==> src/rtl/cpu_ctrl_pkg.sv <==
// ---------------------------------------------------------------------------
// cpu_ctrl_pkg
// Shared constants for the multicycle RV32 control path:
//   - major opcodes decoded by the control FSM
//   - ALUOp encoding (also consumed by the ALU control decoder)
//   - ALU operand mux select encodings
//   - 4-bit FSM state encodings (FETCH = 0, TRAP = 0xF)
// ---------------------------------------------------------------------------
package cpu_ctrl_pkg;

    // Major opcodes (IR[6:0])
    localparam logic [6:0] OPC_RTYPE  = 7'b0110011;
    localparam logic [6:0] OPC_OPIMM  = 7'b0010011;
    localparam logic [6:0] OPC_LOAD   = 7'b0000011;
    localparam logic [6:0] OPC_STORE  = 7'b0100011;
    localparam logic [6:0] OPC_BRANCH = 7'b1100011;

    // funct3 values that select the only supported OP-IMM / BRANCH forms
    localparam logic [2:0] F3_ADDI = 3'b000;
    localparam logic [2:0] F3_BEQ  = 3'b000;

    // ALUOp handed to the ALU control decoder
    localparam logic [1:0] ALUOP_ADD   = 2'b00;
    localparam logic [1:0] ALUOP_SUB   = 2'b01;
    localparam logic [1:0] ALUOP_RTYPE = 2'b10;

    // ALU operand A select
    localparam logic [1:0] SRCA_PC    = 2'b00;
    localparam logic [1:0] SRCA_OLDPC = 2'b01;
    localparam logic [1:0] SRCA_RS1   = 2'b10;

    // ALU operand B select
    localparam logic [1:0] SRCB_RS2  = 2'b00;
    localparam logic [1:0] SRCB_FOUR = 2'b01;
    localparam logic [1:0] SRCB_IMM  = 2'b10;

    // FSM state encodings
    typedef enum logic [3:0] {
        ST_FETCH    = 4'h0,
        ST_DECODE   = 4'h1,
        ST_EXEC_R   = 4'h2,
        ST_EXEC_I   = 4'h3,
        ST_WB_ALU   = 4'h4,
        ST_MEM_ADDR = 4'h5,
        ST_MEM_RD   = 4'h6,
        ST_WB_MEM   = 4'h7,
        ST_MEM_WR   = 4'h8,
        ST_BRANCH   = 4'h9,
        ST_TRAP     = 4'hF
    } state_t;

endpackage

==> src/rtl/multicycle_ctrl_outdec.sv <==
// ---------------------------------------------------------------------------
// multicycle_ctrl_outdec
// Purely combinational decode of the control FSM state into datapath
// enables, memory requests and mux selects.
// Ports:
//   state      in   current FSM state
//   rst        in   reset; forces every output to 0 while high
//   mem_ready  in   memory completes access this cycle (gates FETCH writes)
//   zero       in   ALU zero flag (gates the beq PC write)
//   pc_write .. pc_source  out  datapath controls
// ---------------------------------------------------------------------------
module multicycle_ctrl_outdec
    import cpu_ctrl_pkg::*;
(
    input  state_t     state,
    input  logic       rst,
    input  logic       mem_ready,
    input  logic       zero,
    output logic       pc_write,
    output logic       ir_write,
    output logic       i_or_d,
    output logic       mem_read,
    output logic       mem_write,
    output logic       reg_write,
    output logic       mem_to_reg,
    output logic [1:0] alu_src_a,
    output logic [1:0] alu_src_b,
    output logic [1:0] alu_op,
    output logic       pc_source
);

    // Everything defaults to 0 so that each state only lists what it drives.
    // Reset overrides the state decode, which is what lets an in-flight
    // memory request drop the moment rst rises, without waiting for a clock.
    always_comb begin
        pc_write   = 1'b0;
        ir_write   = 1'b0;
        i_or_d     = 1'b0;
        mem_read   = 1'b0;
        mem_write  = 1'b0;
        reg_write  = 1'b0;
        mem_to_reg = 1'b0;
        alu_src_a  = SRCA_PC;
        alu_src_b  = SRCB_RS2;
        alu_op     = ALUOP_ADD;
        pc_source  = 1'b0;

        if (!rst) begin
            case (state)
                // PC+4 is computed while the instruction is read; IR and PC
                // only latch on the cycle the memory actually returns data.
                ST_FETCH: begin
                    mem_read  = 1'b1;
                    alu_src_b = SRCB_FOUR;
                    ir_write  = mem_ready;
                    pc_write  = mem_ready;
                end
                // Speculatively form the branch target into ALUOut.
                ST_DECODE: begin
                    alu_src_a = SRCA_OLDPC;
                    alu_src_b = SRCB_IMM;
                end
                ST_EXEC_R: begin
                    alu_src_a = SRCA_RS1;
                    alu_op    = ALUOP_RTYPE;
                end
                ST_EXEC_I, ST_MEM_ADDR: begin
                    alu_src_a = SRCA_RS1;
                    alu_src_b = SRCB_IMM;
                end
                ST_WB_ALU: begin
                    reg_write = 1'b1;
                end
                ST_MEM_RD: begin
                    mem_read = 1'b1;
                    i_or_d   = 1'b1;
                end
                ST_WB_MEM: begin
                    reg_write  = 1'b1;
                    mem_to_reg = 1'b1;
                end
                ST_MEM_WR: begin
                    mem_write = 1'b1;
                    i_or_d    = 1'b1;
                end
                // rs1 - rs2 sets zero; the target already sits in ALUOut.
                ST_BRANCH: begin
                    alu_src_a = SRCA_RS1;
                    alu_op    = ALUOP_SUB;
                    pc_source = 1'b1;
                    pc_write  = zero;
                end
                default: begin
                end
            endcase
        end
    end

endmodule

==> src/rtl/multicycle_control.sv <==
// ---------------------------------------------------------------------------
// multicycle_control
// Moore control FSM for the multicycle RV32 core: FETCH, DECODE, EXECUTE,
// MEMORY and WRITEBACK sequencing, memory wait-state stalls, an absorbing
// trap on unsupported opcodes and a retired-instruction counter.
// Ports:
//   clk, rst            clock, asynchronous active-high reset
//   opcode, funct3      instruction fields from IR
//   zero                ALU zero flag
//   mem_ready           memory completes access this cycle
//   pc_write .. pc_source  datapath controls (see multicycle_ctrl_outdec)
//   illegal             sticky illegal-instruction flag
//   instret             retired-instruction count (wraps)
//   state_dbg           current state encoding
// ---------------------------------------------------------------------------
module multicycle_control
    import cpu_ctrl_pkg::*;
#(
    parameter int INSTRET_W = 32
) (
    input  logic                 clk,
    input  logic                 rst,
    input  logic [6:0]           opcode,
    input  logic [2:0]           funct3,
    input  logic                 zero,
    input  logic                 mem_ready,
    output logic                 pc_write,
    output logic                 ir_write,
    output logic                 i_or_d,
    output logic                 mem_read,
    output logic                 mem_write,
    output logic                 reg_write,
    output logic                 mem_to_reg,
    output logic [1:0]           alu_src_a,
    output logic [1:0]           alu_src_b,
    output logic [1:0]           alu_op,
    output logic                 pc_source,
    output logic                 illegal,
    output logic [INSTRET_W-1:0] instret,
    output logic [3:0]           state_dbg
);

    state_t                 state_q;
    state_t                 state_d;
    logic                   illegal_q;
    logic [INSTRET_W-1:0]   instret_q;
    logic                   retire;

    // Next-state logic. opcode is only consulted in DECODE and MEM_ADDR,
    // where IR already holds the current instruction and stays stable.
    always_comb begin
        state_d = state_q;
        case (state_q)
            ST_FETCH:    if (mem_ready) state_d = ST_DECODE;
            ST_DECODE: begin
                if (opcode == OPC_RTYPE)
                    state_d = ST_EXEC_R;
                else if (opcode == OPC_OPIMM && funct3 == F3_ADDI)
                    state_d = ST_EXEC_I;
                else if (opcode == OPC_LOAD || opcode == OPC_STORE)
                    state_d = ST_MEM_ADDR;
                else if (opcode == OPC_BRANCH && funct3 == F3_BEQ)
                    state_d = ST_BRANCH;
                else
                    state_d = ST_TRAP;
            end
            ST_EXEC_R:   state_d = ST_WB_ALU;
            ST_EXEC_I:   state_d = ST_WB_ALU;
            ST_WB_ALU:   state_d = ST_FETCH;
            ST_MEM_ADDR: state_d = (opcode == OPC_LOAD) ? ST_MEM_RD : ST_MEM_WR;
            ST_MEM_RD:   if (mem_ready) state_d = ST_WB_MEM;
            ST_WB_MEM:   state_d = ST_FETCH;
            ST_MEM_WR:   if (mem_ready) state_d = ST_FETCH;
            ST_BRANCH:   state_d = ST_FETCH;
            ST_TRAP:     state_d = ST_TRAP;
            // Unused encodings are treated as a corrupted state and trap.
            default:     state_d = ST_TRAP;
        endcase
    end

    // An instruction retires on the edge that leaves its last state; a store
    // is only finished once the memory accepts the write.
    assign retire = (state_q == ST_WB_ALU) ||
                    (state_q == ST_WB_MEM) ||
                    (state_q == ST_BRANCH) ||
                    (state_q == ST_MEM_WR && mem_ready);

    // State register, sticky illegal flag and retire counter. illegal is set
    // on the edge entering TRAP so it is already high in the first TRAP cycle.
    always_ff @(posedge clk or posedge rst) begin
        if (rst) begin
            state_q   <= ST_FETCH;
            illegal_q <= 1'b0;
            instret_q <= '0;
        end else begin
            state_q <= state_d;
            if (state_d == ST_TRAP)
                illegal_q <= 1'b1;
            if (retire)
                instret_q <= instret_q + INSTRET_W'(1);
        end
    end

    multicycle_ctrl_outdec u_outdec (
        .state      (state_q),
        .rst        (rst),
        .mem_ready  (mem_ready),
        .zero       (zero),
        .pc_write   (pc_write),
        .ir_write   (ir_write),
        .i_or_d     (i_or_d),
        .mem_read   (mem_read),
        .mem_write  (mem_write),
        .reg_write  (reg_write),
        .mem_to_reg (mem_to_reg),
        .alu_src_a  (alu_src_a),
        .alu_src_b  (alu_src_b),
        .alu_op     (alu_op),
        .pc_source  (pc_source)
    );

    assign illegal   = illegal_q;
    assign instret   = instret_q;
    assign state_dbg = state_q;

endmodule

==> config.mk <==
export PLATFORM = sky130hd
export DESIGN_NAME = multicycle_control
export DESIGN_NICKNAME = d
export VERILOG_FILES = /design/src/rtl/cpu_ctrl_pkg.sv /design/src/rtl/multicycle_ctrl_outdec.sv /design/src/rtl/multicycle_control.sv
export SDC_FILE = /design/constraint.sdc
export NUM_CORES = 1
export LEC_CHECK = 0
export CELL_PAD_IN_SITES_DETAIL_PLACEMENT = 1
export CELL_PAD_IN_SITES_GLOBAL_PLACEMENT = 1
export CORE_MARGIN = 2
export CORE_UTILIZATION = 37
export DETAILED_ROUTE_END_ITERATION = 8
export PLACE_DENSITY = 0.84
export SKIP_LAST_GASP = 1
export SYNTH_ARGS = -nofsm -noshare
export SYNTH_HDL_FRONTEND = slang
export SYNTH_SLANG_ARGS = --single-unit
==> constraint.sdc <==
create_clock -name clk -period 5.4 [get_ports clk]
set_clock_uncertainty 0.2 [all_clocks]
set_input_delay 0.81 -clock clk [delete_from_list [all_inputs] [get_ports clk]]
set_output_delay 0.81 -clock clk [all_outputs]
set_load 0.05 [all_outputs]
Word level (Yosys, flattened, before mapping)
Index checks and enable logic that the tools add are counted.
- reductions and logical operators: 16
- eq/ne operators: 15
- multiplexer cells: 31
- add/subtract/negate cells: 1
- operators by type and width (kind ; number):
    32-bit by 1-bit adder with 32-bit output, second input constant ; 1
    4-bit two-way mux ; 7
    4-bit case mux with 7 select lines ; 1
    4-bit by 3-bit == test with 1-bit output, second input constant ; 4
    1-bit two-way mux ; 15
    7-bit by 6-bit == test with 1-bit output, second input constant ; 2
    4-bit == test, second input constant ; 3
    2-bit case mux with 2 select lines ; 3
    4-bit by 2-bit == test with 1-bit output, second input constant ; 2
    2-bit OR reduction ; 4
    7-bit by 2-bit == test with 1-bit output, second input constant ; 1
    7-bit by 5-bit == test with 1-bit output, second input constant ; 1
    7-bit == test, second input constant ; 1
    2-bit two-way mux ; 3
    3-bit OR reduction ; 2
    4-bit by 1-bit == test with 1-bit output, second input constant ; 1
    4-bit logical NOT ; 1
    1-bit logical OR ; 4
    4-bit OR reduction ; 1
    1-bit logical AND ; 3
    3-bit logical NOT ; 1
    3-bit two-way mux ; 1
    1-bit case mux with 2 select lines ; 1
- word-level logic and storage cells: 66
- bits in registers: 37
- input port bits: 14

Logic depth before layout (Yosys ltp)
Gate-level depths: netlist (run 1).
- depth in word-level cells: 8
- mapped depth: 6
- gate-level depth less buffers: 5

Cells and area by module
From an unflattened synthesis (run 1), not the netlist that was laid out.
- cells, all modules: 212
- area total of the unflattened synthesis: 2110.8 µm²
- modules (own cells, without submodules) (module ; sequential area each (µm²) ; times used ; cells each ; area an instance (µm²)):
    multicycle_control ; 925.9 ; 1 ; 179 ; 1885.6
    multicycle_ctrl_outdec ; 0.0 ; 1 ; 33 ; 225.2

Worst setup path before layout (run 1)
No wires, ideal clock.
- path type: in2out
- start: input rst
- end: output pc_write
- data arrival time: 4444 ps
- buffers on the path: 0
- cell stages on the path: 5
- slack: -54 ps
- data required time: 4390 ps
- path through: inv_1 -> nand2_1 -> nor4_1 -> and2_1 -> a21o_1
- longest elaborated chain between the ends: 1
- RTL lines (item ; line ; RTL):
    start, declared ; multicycle_control.sv:22 ; input logic rst,
    1-bit two-way mux ; multicycle_ctrl_outdec.sv:48 ; if (!rst) begin
    end, declared ; multicycle_control.sv:27 ; output logic pc_write,
Every way passes these cells.

Worst setup path after layout (run 1)
- start: input rst
- end: output reg_write
- longest elaborated chain between the ends: 1
- RTL lines (item ; line ; RTL):
    1-bit two-way mux ; multicycle_ctrl_outdec.sv:48 ;
    end, declared ; multicycle_control.sv:32 ; output logic reg_write,
Every way passes these cells.

==> results.txt, run 1 <==
The run finished with clean final reports. Based on the critical path, the design can be clocked at up to around 250 MHz. The summed negative setup slack over all endpoints is 0 ns. Once the floorplan was initialized, standard cells occupied 38.3% of the core.

The number of antenna repair diodes is 0. The mean instance size in the synthesized netlist came out at roughly 10 um^2. The via total after detailed routing is roughly 1,700. The analysis attributes to cell leakage a power of approximately 0.0011 uW. The floorplan step defined a core boundary enclosing 0.00511 mm^2. The reg-to-reg critical path endpoint is instret[23].

The maximum ir drop on the vdd rail is around 100 uV. In this run, post-CTS repair resized a total of 0 instances. The cell area that synthesis handed to floorplanning was roughly 0.002 mm^2.

The final RePlAce weighted congestion came out at 0.774. Detailed placement finished with a half-perimeter wire length of between 3000 and 4000 um. For this run, the leading register cell type out of synthesis is sky130_fd_sc_hd__dfrtp_1.

The post-synthesis net count came out at 203. The cell count after synthesis came out at 188. In this run the most critical hold path is launched from instret[31]. The synthesized design spends more area on one cell type than any other, namely sky130_fd_sc_hd__dfrtp_1. On the worst path, the slowest cell contributes a delay of slightly above 0.8 ns. The final clock period utilization by the worst path came out at 72.8%. The filler cells instantiated in the layout total roughly 570. The switching power total is 146 uW.

The clock sink total is 37. Of all nets on the critical path, the largest fanout is 38. The area of the die came out at between 0.005 and 0.006 mm^2. During synthesis, Yosys emitted a total of 0 warnings. Yosys mapped a number of flops with a built-in enable equal to 0. The number of vias per cell is 5.16. The minimum hold slack came out at about 0.28 ns. The overall routing resource usage is 18.6%.

The average detailed-routed wire length per instance is around 15 um. The library cell used most frequently in the layout, excluding fill and tap cells, is sky130_fd_sc_hd__clkdlybuf4s50_1. The total congestion overflow after global routing came out at 0. The logic depth of the worst register-to-register path came out at 5.

The number of setup violations in the final report came out at 0. Setup repair after global routing left no endpoint under its margin. The final critical path time including I/O delays and setup is slightly below 4 ns.

The clock latency of the later-clocked register in the worst-skew pair came out at roughly 0.28 ns. The quantity of I/O buffers inserted on ports is 64. The flip-flop and latch count after synthesis came out at 37. The top cell types in the final layout, fill and taps aside, are sky130_fd_sc_hd__clkdlybuf4s50_1, sky130_fd_sc_hd__dfrtp_1, sky130_fd_sc_hd__xnor2_1. By area the synthesized netlist is led by sky130_fd_sc_hd__dfrtp_1, sky130_fd_sc_hd__xnor2_1, sky130_fd_sc_hd__nand3_1.

The transition time at the pin with the least slew margin came out at between 0.5 and 0.6 ns. The number of slew-limit violations in the final report is 0. The relative contribution of the clock network to total power is about two fifths. The vertical die dimension is around 77 um. The worst setup path is launched from an input port. Together, buffers and inverters on the worst path number 4. The fraction of synthesis flops using an asynchronous set or reset pin is between 90% and 100%. Of the post-synthesis cell area, the dominant cell type holds between 40% and 50%.

Counting stages on the worst path, the most repeated cell is sky130_fd_sc_hd__clkdlybuf4s50_1. The pin count of the biggest net entering global routing is 39. The post-synthesis to final-layout area growth is 42.5%. The internal power of the cells is roughly 460 uW.

The count of nets after finishing came out at 270. The switching share of total power came out at about a quarter. The critical path arrival came out at roughly 3 ns. For this run, the detailed router's first-pass iteration total came to 4. The number of placement rows came out at 26. The maximum level of the CTS H-tree came out at 2. The clock slew at the register clock pins of the worst setup and hold paths came out at about 0.070 ns. The number of placed I/O pins is 65. The critical-path cell with the highest stage delay is sky130_fd_sc_hd__clkdlybuf4s50_1. Measured along the x axis, the die boundary spans ~77 um.

The count of unique library cells instantiated by Yosys came out at just over 40. The worst-case register-to-register setup slack came out at between 3 and 4 ns. The cts-stage hold buffer count came out at 0. The initial antenna violation count came to 0. The clock tree root buffer cell is sky130_fd_sc_hd__clkbuf_8.

The maximum count of clock buffers along a single path came out at 2. TritonCTS built the clock tree. The total detailed-routing wirelength came out at between 5000 and 6000 um. The setup path with the least slack is of type in -> out. The sequential share of power is about half. The sequential-to-total area share from yosys stat came out at a little under half. Combinational cells account for 10.5% of the total power. The fraction of layout instances using a drive strength above 1 came out at 8.20%.

The number of global-route vias before repair is about 1,800. In this run the remaining antenna-violating nets after routing total 0. The number of CTS-inserted buffers came out at 5. The worst hold-check path type is reg -> reg. The relative slew slack is between 50% and 60%. In this design, the largest share of critical-path delay is due to buffers and inverters. Along the worst hold path, the cell count comes to 1.

The total setup buffers inserted after CTS came out at 0. The initial detailed-routing violation count came out at between 70 and 80. The ratio of total power to cell area is between 200 and 250 mW/mm^2. The number of hold violations in the final report came out at 0. The worst flop-to-flop path startpoint is state_dbg[1]. For the worst setup path, the data required time is approximately 4.4 ns.

After detailed routing, the number of remaining DRC violations is 0. Traced cell by cell, the critical path runs through clkdlybuf4s50_1, inv_1, buf_4, and3_1, clkdlybuf4s50_1. The first global-routing pass estimated a little under 9000 um of wire.

The worst setup path is captured at a primary output. The max-cap check violation count is 0. The worst hold path terminates at instret[31].
## worst register-to-register path, cell delays in order, from the launching register on
cell	delay, ns
sky130_fd_sc_hd__dfrtp_1	0.56
sky130_fd_sc_hd__xnor2_1	0.39
sky130_fd_sc_hd__a211oi_4	0.18
sky130_fd_sc_hd__nor4_4	0.55
sky130_fd_sc_hd__nand3_1	0.19
sky130_fd_sc_hd__xnor2_1	0.22
## metrics by stage
step	power, uW	utilization, %	setup WS (ns)	area [um^2]	cells
after floorplan	333	-	0.578	1960	188
after global placement	359	52.2	1.49	2670	318
after detailed placement	362	52.2	1.43	2670	318
after CTS	614	54.5	1.42	2790	326
after global routing	633	54.5	1.32	2790	326
final	604	54.5	1.47	2790	326
## state kept, by name, indices dropped and copies added (netlist names)
name,count
instret,32
state_dbg,4
illegal,1
## kinds of logic (layout without fill, tap and decap cells)
family / count (synthesis) / count (layout) / synth area share, %
and+or+nand+nor: 87 / 87 / 27.0
adders and majority gates: 1 / 1 / 0.640
muxes: 1 / 1 / 0.576
buffers and inverters: 9 / 77 / 2.37
DFF: 37 / 37 / 47.4
AOI/OAI and AO/OA: 21 / 21 / 7.68
xor gates and xnor gates: 32 / 32 / 14.3
## power by group through the flow
stage	Sequential [uW]	Combinational, uW	Clock (uW)
2_1_floorplan	308	24.8	0
3_3_place_gp	297	62.4	0
6_report	292	63.7	248
3_5_place_dp	298	64.0	0
5_1_grt	294	69.5	270
4_1_cts	292	64.4	257
## per-layer routing
layer | track usage, % | share of wire, % | vias up
li1 | - | - | 807
met1 | 25.5 | 46 | 823
met2 | 29.8 | 48 | 47
met3 | 4.71 | 5.1 | 5
met4 | 4.36 | 0.68 | 0
met5 | 0 | 0 | -
## layout make-up
cell class,count,area (um^2),share of cell area (%)
Multi-Input combinational cell,142,988,35.5
Sequential cell,37,926,33.2
Timing Repair Buffer,65,648,23.3
Tap cell,70,87.6,3.14
Clock buffer,6,82.6,2.96
Clock inverter,2,37.5,1.35
Inverter,4,15.0,0.539
## worst max path at each step
stage / start / end / slack [ns] / cells past startpoint
6_report: rst / reg_write / 1.47 / 5
2_1_floorplan: rst / pc_write / 0.58 / 5
5_1_grt: rst / reg_write / 1.32 / 5
3_3_place_gp: rst / reg_write / 1.49 / 5
4_1_cts: rst / reg_write / 1.42 / 5
3_5_place_dp: rst / reg_write / 1.43 / 5
## cell usage after synthesis (2+ instances only)
| library cell | number |
|---|---|
| sky130_fd_sc_hd__clkbuf_1 | 2 |
| sky130_fd_sc_hd__nor3_1 | 8 |
| sky130_fd_sc_hd__nand2b_1 | 4 |
| sky130_fd_sc_hd__nand3_1 | 19 |
| sky130_fd_sc_hd__nor4_4 | 2 |
| sky130_fd_sc_hd__and2_1 | 2 |
| sky130_fd_sc_hd__xnor2_1 | 29 |
| sky130_fd_sc_hd__inv_1 | 4 |
| sky130_fd_sc_hd__nor4_1 | 5 |
| sky130_fd_sc_hd__a21oi_1 | 5 |
| sky130_fd_sc_hd__and4bb_2 | 2 |
| sky130_fd_sc_hd__dfrtp_1 | 37 |
| sky130_fd_sc_hd__and3_1 | 7 |
| sky130_fd_sc_hd__a22oi_1 | 3 |
| sky130_fd_sc_hd__nand2_1 | 14 |
| sky130_fd_sc_hd__o21ai_0 | 5 |
| sky130_fd_sc_hd__nand4_1 | 6 |
| sky130_fd_sc_hd__xor2_1 | 3 |
| sky130_fd_sc_hd__nor2_1 | 9 |
Note: power is estimated with default switching activity, not from simulation.
==> inputs of run 2 (changes only) <==
CORE_UTILIZATION = 34   (was 37)
PLACE_DENSITY = 0.78   (was 0.84)
clock period = 3.8 ns   (was 5.4 ns; I/O delays follow)
==> run 2 against run 1 <==
Wire length down 3.2%. Non-clock buffer count grew 1. Clock power rose by 40%. Sequential share of layout area barely moved. Count of clock-buffer cells in the layout rose by 1. Core utilization fell by 4.3 points. First-iteration DRC count shrank 55%. Cell area about the same. Sequential power rose by 39%. Via count grew 0.24%. Critical path depth increased by 1. Power increased by 42%. Critical path type is now reg -> out.
==> results.txt, run 2 (synthesis results as in run 1) <==
The flow ran to the end, and the final reports show no timing, DRC or antenna violations. The number of antenna repair diodes is 0. The initial antenna violation count was 0.

The area of the die came out at roughly 0.0064 mm^2. The count of nets after finishing is ~270. The initial detailed-routing violation count came out at 34.

The clock slew at the register clock pins of the worst setup and hold paths is ~0.07 ns. The most frequent standard cell in the layout excluding fill and tap cells is sky130_fd_sc_hd__clkdlybuf4s50_1. The clock sink total is 37. The final critical path time including I/O delays and setup came out at roughly 3.3 ns. The tree is rooted in a sky130_fd_sc_hd__clkbuf_8. The maximum ir drop on the vdd rail came out at a little under 200 uV.

The number of hold violations in the final report came to 0. The final total power is ~860 uW. The relative slew slack is 62.6%. The number of iterations in the first detailed-routing pass came out at 4. For this block, the via count after detailed routing is between 1,500 and 2,000. The effective utilization at floorplan came out at around a third.

The min-delay analysis places its worst path in the category reg -> reg. Counting the buffers created by CTS gives 5. The gate family responsible for the most delay along the worst path is buffers and inverters. The number of setup violations in the final report came out at 0. The startpoint-to-endpoint class of the critical path is reg -> out. The first-pass GRT wire length came out at ~8200 um. The floorplan step set the die height to approximately 80 um. No sink is reached through more buffers than the 2 on the longest clock path. The max-cap check violation count is 0. Once the clock tree was built, the setup fixing pass inserted 0 buffers.

The clock reaches the later pin of the worst-skew pair after 0.29 ns. The top cell types in the final layout, fill and taps aside, are sky130_fd_sc_hd__clkdlybuf4s50_1, sky130_fd_sc_hd__dfrtp_1, sky130_fd_sc_hd__xnor2_1. The fraction of layout instances using a drive strength above 1 came out at approximately an eighth.

The critical path arrival is 2.54 ns. In this run the worst path has a maximum fanout of 17. The number of global-route vias before repair came out at about 1,700. The cts-stage hold buffer count came out at 0. The quantity of I/O buffers inserted on ports came out at between 60 and 70. The pin count of the biggest net entering global routing is 39. The floorplan die width is 79.8 um. TritonCTS built the clock tree. The remaining number of nets flagged by the antenna check after routing came out at 0. The final RePlAce weighted congestion is roughly 0.73. The worst setup path is launched from a flop. The final routed DRC violation total came out at 0.

The post-synthesis to final-layout area growth came out at 42.4%. Once the clock tree was built, the resizer swapped 0 gates to a different size. The flip-flop count of the largest register, all copies and words added is 32. Dividing the final minimum period by the clock period gives 87.2%. The number of buffers and inverters on the critical path came out at 2.

The overall routing resource usage is 16.0%. The maximum level of the CTS H-tree came out at 2. The number of vias per cell came out at between 5 and 6. The endpoint class of the critical path is a primary output.

The average detailed-routed wire length per instance is between 10 and 15 um. The critical-path cell with the highest stage delay is sky130_fd_sc_hd__clkdlybuf4s50_1. The number of placed I/O pins is 65. The total detailed-routing wirelength is 4870 um.

The critical path data required time came out at 3.03 ns. Timing would allow up to 302 MHz. The number of slew-limit violations in the final report is 0. The transition time at the pin with the least slew margin came out at between 0.5 and 0.6 ns. Setup repair after global routing left no endpoint under its margin. The largest single stage delay on the critical path is approximately 0.8 ns. The minimum hold slack is roughly 0.28 ns.

Traced cell by cell, the critical path runs through and2b_1, inv_1, a21oi_1, a22oi_1, nor2_1, clkdlybuf4s50_1. The analysis attributes to cell leakage a power of 0.00117 uW. The placeable core area came out at between 0.005 and 0.006 mm^2. After floorplanning, the core was divided into 27 placement rows. The detailed placer's ending HPWL is about 3700 um. Adding up every negative setup slack in the final design gives 0 ns. The ratio of total power to cell area is about 300 mW/mm^2. For this run the aggregate overflow at the end of global routing stands at 0.
==> run 2: metal layers <==
| metal | vias to the layer above | wire [um] | track usage (%) | share of wire [%] |
|---|---|---|---|---|
| met5 | - | 0 | 0 | 0 |
| met4 | 0 | 46 | 4.41 | 0.94 |
| met3 | 6 | 269 | 4.30 | 5.5 |
| met2 | 48 | 2330 | 26.6 | 48 |
| met1 | 821 | 2230 | 20.7 | 46 |
| li1 | 811 | - | - | - |
==> run 2: path summary, 6_finish.rpt <==
check | from | to | slack, ns | cells past startpoint
setup / recovery | state_dbg[3] | alu_src_a[1] | 0.49 | 6
hold reg to reg | instret[31] | instret[31] | 0.28 | 1
hold / removal | instret[31] | instret[31] | 0.28 | 1
min in group asynchronous | rst | illegal | 0.74 | 3
setup reg to reg | state_dbg[3] | instret[27] | 1.50 | 5
max in group asynchronous | rst | instret[31] | 2.33 | 3
==> run 2: stage by stage <==
step                      instances  util (%)  setup WS, ns  area (um^2)
after floorplan                 188         -         0.251         1970
after global placement          321      48.1         0.718         2670
after detailed placement        321      48.1         0.631         2670
after CTS                       329      50.2         0.482         2780
after global routing            329      50.2         0.312         2780
final                           329      50.2         0.488         2780
==> run 2: cell type report <==
type / instances / area, um^2
Clock buffer: 7 / 86.3
Inverter: 4 / 18.8
Tap cell: 72 / 90.1
Clock inverter: 1 / 30.0
Timing Repair Buffer: 66 / 636
Sequential cell: 37 / 926
Multi-Input combinational cell: 142 / 997
Fill cell: 632 / 2760
==> run 2: power by group <==
part | leakage, uW | internal (uW) | switching, uW
clock network | 0.0000585 | 214 | 132
logic | 0.000618 | 40.8 | 62.7
registers | 0.000490 | 400 | 6.88
total | 0.00117 | 655 | 201
==> run 2: worst reg2reg max path, stage by stage, from the launching register on <==
cell	delay, ns
sky130_fd_sc_hd__dfrtp_1	0.68
sky130_fd_sc_hd__and4bb_2	0.36
sky130_fd_sc_hd__a211oi_4	0.08
sky130_fd_sc_hd__nor4_4	0.53
sky130_fd_sc_hd__nand3_1	0.18
sky130_fd_sc_hd__xnor2_1	0.16
==> patch 1: new RTL, config.mk and constraints of run 2 <==
Set the parameter `INSTRET_W` to 64 (it was 32).
--- a/src/rtl/multicycle_control.sv
+++ b/src/rtl/multicycle_control.sv
@@ -16,7 +16,7 @@
 module multicycle_control
     import cpu_ctrl_pkg::*;
 #(
-    parameter int INSTRET_W = 32
+    parameter int INSTRET_W = 64
 ) (
     input  logic                 clk,
     input  logic                 rst,
Ports: changed (resized instret); port bits go from 65 to 97. The function was not compared with the original's and may differ.
==> patch 1 against run 2 <==
  * Synthesized area rose by 81%
  * Routed wire length rose by 100%
  * Sequential cell count rose by 32
  * Clock power rose by 110%
  * Sequential share of layout area rose by 2.2 points
  * Worst setup slack got worse by 0.068 ns
  * Largest cell class unchanged
  * Combinational power rose to 3.0 times the old value
  * Total power rose by 120%
  * Cell area rose by 75%
  * Critical path depth fell by 1
  * Critical endpoint is now reg_write
  * Die area rose by 76%
==> patch 1: results (changes against run 2) <==
Global routing
  – Largest net degree at the start of global routing: 70 (+79%)
  – Vias in the first global route: 3,133 (+81%)
  – Total Routing Usage GR: 18.42% (+2.4 points)
  – Initial antenna violation count: 0 (unchanged)
  – First-pass GRT wire length: 16.37 mm (+100%)

Final layout
  – Number of flip-flops in the largest register: 64 (+100%)
  – Fin nets: 446 (+65%)
  – Filler Cell Count: 1,127 (+78%)
  – N_diodes: 0 (unchanged)
  – Layout cell share with drive strength beyond 1: 8.028% (-3.6 points)

Synthesis
  – Netlist cell types: 46 (+12%)
  – Top cells by count, synth: dfrtp_1 (69), xnor2_1 (48), nand3_1 (33)
  – Syn_area_per_cell: 10.67 um2 (+2.7%)
  – YS warnings: 0 (unchanged)
  – Syn_nets: 346 (+70%)
  – Async S/R FF share, synth: 100.0% (unchanged)
  – Share of the yosys chip area belonging to registers: 48.88% (+1.5 points)
  – Dominant cells by area after synthesis: dfrtp_1 (49%), xnor2_1 (12%), nand3_1 (4.7%), nand4_1 (4.6%), xor2_1 (4.0%)
  – Post-synth EDFFs: 0 (unchanged)

Critical path
  – Critical Path AT: 2.61 ns (+0.07 ns)
  – Worst-path fanout max: 16 (-1)

Drt
  – Starting DRT DRC Count: 122 (+260%)
  – Wirelength, routed: 9.814 mm (+100%)
  – Via count: 2,947 (+75%)
  – Detailed Routing Iterations Pass 1: 4 (unchanged)
  – WL per Instance: 17.16 um (+16%)

Clock tree
  – TritonCTS Buffers: 9 (+4)
  – Post-CTS setup buffers: 0 (unchanged)
  – H-tree depth: 3 (+1)
  – Post-cts gate resize count: 0 (unchanged)
  – Clock transition at path regs: 0.08 ns
  – CTS Root Cell: clkbuf_8
  – Clk Latency, worst-skew pair: 0.34 ns (+0.05 ns)
  – CTS Buffer Depth: 2 (unchanged)

Flow run
  – Max-cap violation count: 0 (unchanged)

Outcome
  – Status: complete, no violations

Placement
  – Port Buf Inserts: 96 (+50%)
  – Cell Area, Placed: 4628 um2 (+73%)
  – Dpl hpwl: 7.105 mm (+94%)
  – GP Congestion: 0.8288 (+14%)
  – DP Cell Count: 556 (+73%)
  – Worst slack, placed: 0.4901 ns (-0.1411 ns)

Timing
  – Worst Hold Margin: 0.2639 ns (-0.01366 ns)
  – Worst-margin pin slew: 0.8715 ns (+0.3153 ns)

Pwr
  – Peak supply drop: 0.2001 mV (+0.76%)
  – LEAKAGE: 1.864 nW (+60%)

Hold path
  – Min-delay worst type: register to register
## patch 1: where the power goes
| part | internal (mW) | switching [mW] |
|---|---|---|
| Sequential | 0.759 | 0.0683 |
| Combinational | 0.111 | 0.201 |
| Clock | 0.436 | 0.284 |
## patch 1: layout make-up
type	count	area, um2	share of cell area, %
Clock buffer	10	127.6	2.622
Inverter	3	15.01	0.3085
Clock inverter	6	111.4	2.288
Sequential cell	69	1727	35.48
Timing Repair Buffer	101	988.4	20.31
Tap cell	136	170.2	3.496
Multi-Input combinational cell	247	1728	35.50
## patch 1: logic make-up after synthesis
| kind of cell | synth area share (%) |
|---|---|
| and+or+nand+nor | 25.58 |
| DFF | 48.88 |
| xor gates and xnor gates | 15.87 |
| AOI/OAI and AO/OA | 6.341 |
| buffers and inverters | 2.373 |
| muxes | 0.6022 |
| adders and majority gates | 0.3542 |
## patch 1: final timing paths
check                           cells after the start  slack, ns         start          end
worst min-delay path                                1       0.26       illegal      illegal
max in group asynchronous                           3       1.86           rst  instret[52]
worst min register to register                      1       0.26       illegal      illegal
worst max-delay path                                5       0.42  state_dbg[1]    reg_write
min in group asynchronous                           3       0.96           rst   instret[2]
worst max register to register                      6       0.95  state_dbg[2]  instret[29]
## patch 1: metal layers
metal | routed length (um) | track usage [%] | part of all wire [%] | vias to the layer above
met5 | 0 | 0 | 0 | -
met2 | 4801 | 30.09 | 49 | 50
met1 | 4575 | 24.75 | 47 | 1480
met3 | 305 | 3.740 | 3.1 | 10
li1 | - | - | - | 1407
met4 | 131 | 5.639 | 1.3 | 0
## patch 1: critical path: stages (launching register included)
cell and delay [ns]:
dfrtp_1 0.68, nand2b_1 0.34, nand4b_2 0.13, buf_4 0.21, nor2_1 0.09, clkdlybuf4s50_1 0.82
==> patch 2: new RTL, config.mk and constraints of run 2 <==
Without the edit above. Make the reset (`rst`) synchronous in one clocked block. Comments in the files are not updated.
--- a/src/rtl/multicycle_control.sv
+++ b/src/rtl/multicycle_control.sv
@@ -87,7 +87,7 @@
 
     // State register, sticky illegal flag and retire counter. illegal is set
     // on the edge entering TRAP so it is already high in the first TRAP cycle.
-    always_ff @(posedge clk or posedge rst) begin
+    always_ff @(posedge clk) begin
         if (rst) begin
             state_q   <= ST_FETCH;
             illegal_q <= 1'b0;
Behaviour: differs if rst is asserted again (counterexample within 4 cycles, from zero or initial values and one cycle with rst high); with rst held inactive, the same outputs for 10 cycles.
==> patch 2 against run 2 <==
  * Worst setup slack better by 0.089 ns
  * Critical path depth shrank 1
  * Routed wire length rose by 27%
  * Critical endpoint is now pc_write
  * Critical path type unchanged
  * Sequential cell count unchanged
  * Via count grew 37%
  * Register-to-register slack worse by 0.33 ns
  * Highest routed layer unchanged
  * Cell area is 6.5% higher
  * Synthesized area rose by 13%
  * Non-clock buffer count grew 1
  * Global-route usage grew 1.3 points
Power is not compared: it rests on default switching activity, and its combinational part moved more than twofold at a synthesized area within 25%.
==> patch 2: results (changes against run 2) <==
Drt
  – Met2 WL post-DR: 2.913 mm (+25%)
  – Top sig layer: met4
  – Met3 wire length: 175 um (-35%)
  – Wirelength, routed: 6.169 mm (+27%)
  – Metal-1 WL: 3.000 mm (+35%)
  – Vias per cell: 5.788 (+13%)
  – Starting DRT DRC Count: 62 (+82%)
  – Detailed Routing Iterations Pass 1: 4 (unchanged)

Clock tree
  – Post-cts gate resize count: 0 (unchanged)
  – H-tree depth: 2 (unchanged)
  – TritonCTS Buffers: 5 (unchanged)
  – Post-CTS setup buffers: 0 (unchanged)
  – CTS Root Cell: clkbuf_8
  – Clk Latency, worst-skew pair: 0.29 ns (about the same)
  – Clock transition at path regs: 0.07 ns (about the same)
  – CTS Buffer Depth: 2 (unchanged)

Global routing
  – Vias in the first global route: 2,207 (+28%)
  – Initial antenna violation count: 0 (unchanged)
  – Total Routing Usage GR: 17.37% (+1.3 points)
  – First-pass GRT wire length: 10.50 mm (+29%)
  – Largest net degree at the start of global routing: 55 (+41%)

Placement
  – DP Cell Count: 392 (+22%)
  – Port Buf Inserts: 64 (unchanged)
  – Cell Area, Placed: 2850 um2 (+6.8%)
  – GP Congestion: 0.8607 (+18%)
  – Dpl hpwl: 4.360 mm (+19%)
  – Worst slack, placed: 0.8728 ns (+0.2416 ns)

Final layout
  – Fin nets: 337 (+24%)
  – Filler Cell Count: 772 (+22%)
  – Number of flip-flops in the largest register: 32 (unchanged)
  – N_diodes: 0 (unchanged)
  – Final cell count without fillers: 400 (+22%)
  – Layout cell share with drive strength beyond 1: 7.121% (-4.6 points)
  – Layout Utilization: 46.97% (-3.3 points)

Timing
  – Worst-margin pin slew: 0.7433 ns (+0.1871 ns)

Synthesis
  – YS warnings: 0 (unchanged)
  – Dominant cells by area after synthesis: dfxtp_1 (34%), a21oi_1 (6.1%), o31ai_1 (6.1%), or4_1 (6.1%), mux2_2 (4.1%)
  – Syn_area_per_cell: 8.144 um2 (-22%)
  – Top cells by count, synth: dfxtp_1 (37), a21oi_1 (27), nor2_1 (19)
  – Top-count cell post-synth: dfxtp_1
  – Syn_nets: 286 (+41%)
  – Share of the yosys chip area belonging to registers: 33.56% (-14 points)
  – Netlist cell types: 50 (+22%)
  – Async S/R FF share, synth: 0% (-100 points)

Critical path
  – CP peak stage delay: 0.79 ns (-0.02 ns)
  – Critical Path AT: 2.45 ns (-0.09 ns)
  – Crit-path slowest cell: clkdlybuf4s50_1
  – Worst-path fanout max: 16 (-1)
  – Crit-path leading delay family: simple AND/OR/NAND/NOR gates

Outcome
  – Status: complete, no violations

Hold path
  – Min-delay worst type: register to register

Pwr
  – LEAKAGE: 0.9265 nW
  – Peak supply drop: 0.3782 mV
patch 2: cell types whose count changed in the layout (fill, tap and decap cells not counted), moves of 9 or more:
cell / delta
dfrtp_1: -37
dfxtp_1: +37
xnor2_1: -29
a21oi_1: +22
or4_1: +18
o31ai_1: +17
nor2_1: +10
nand3_1: -9
nor2b_1: +9
patch 2: worst reg2reg max path, cell delays in order (launching register included):
cell and delay (ns):
dfxtp_1 0.44, ha_1 0.21, nand2_1 0.23, nand4b_1 0.62
nor4b_1 0.45, mux2_2 0.37
patch 2: per-layer routing:
metal | track usage (%) | vias to the layer above
li1 | - | 1139
met1 | 23.59 | 1124
met2 | 28.63 | 43
met3 | 2.753 | 9
met4 | 4.762 | 0
met5 | 0 | -
patch 2: worst paths after layout:
check,startpoint,endpoint,slack (ns),cells past startpoint
worst min-delay path,illegal,illegal,0.30,2
worst max register to register,instret[0],instret[28],1.17,5
worst min register to register,illegal,illegal,0.30,2
worst max-delay path,state_dbg[3],pc_write,0.58,5
patch 2: area by class of cell:
cell class | count | share of cell area [%]
multi-input combinational | 204 | 44.81
inverter | 7 | 0.8861
clock inverter | 3 | 1.561
sequential | 37 | 24.98
tap | 77 | 3.249
clock buffer | 5 | 2.321
timing repair buffer | 67 | 22.19
patch 2: report_power, final:
part / internal (mW) / switching (mW)
clock: 0.196 / 0.149
sequential: 0.413 / 0.0905
combinational: 0.242 / 0.491
patch 2: kinds of logic after synthesis:
logic type      Yosys count  share of synthesized area [%]
fa+ha+maj                 1                         0.5668
buf+inv                  30                          6.519
xor+xnor                  3                          1.191
simple gates            124                          34.18
flops                    37                          33.56
mux                       9                          4.535
compound gates           67                          19.45
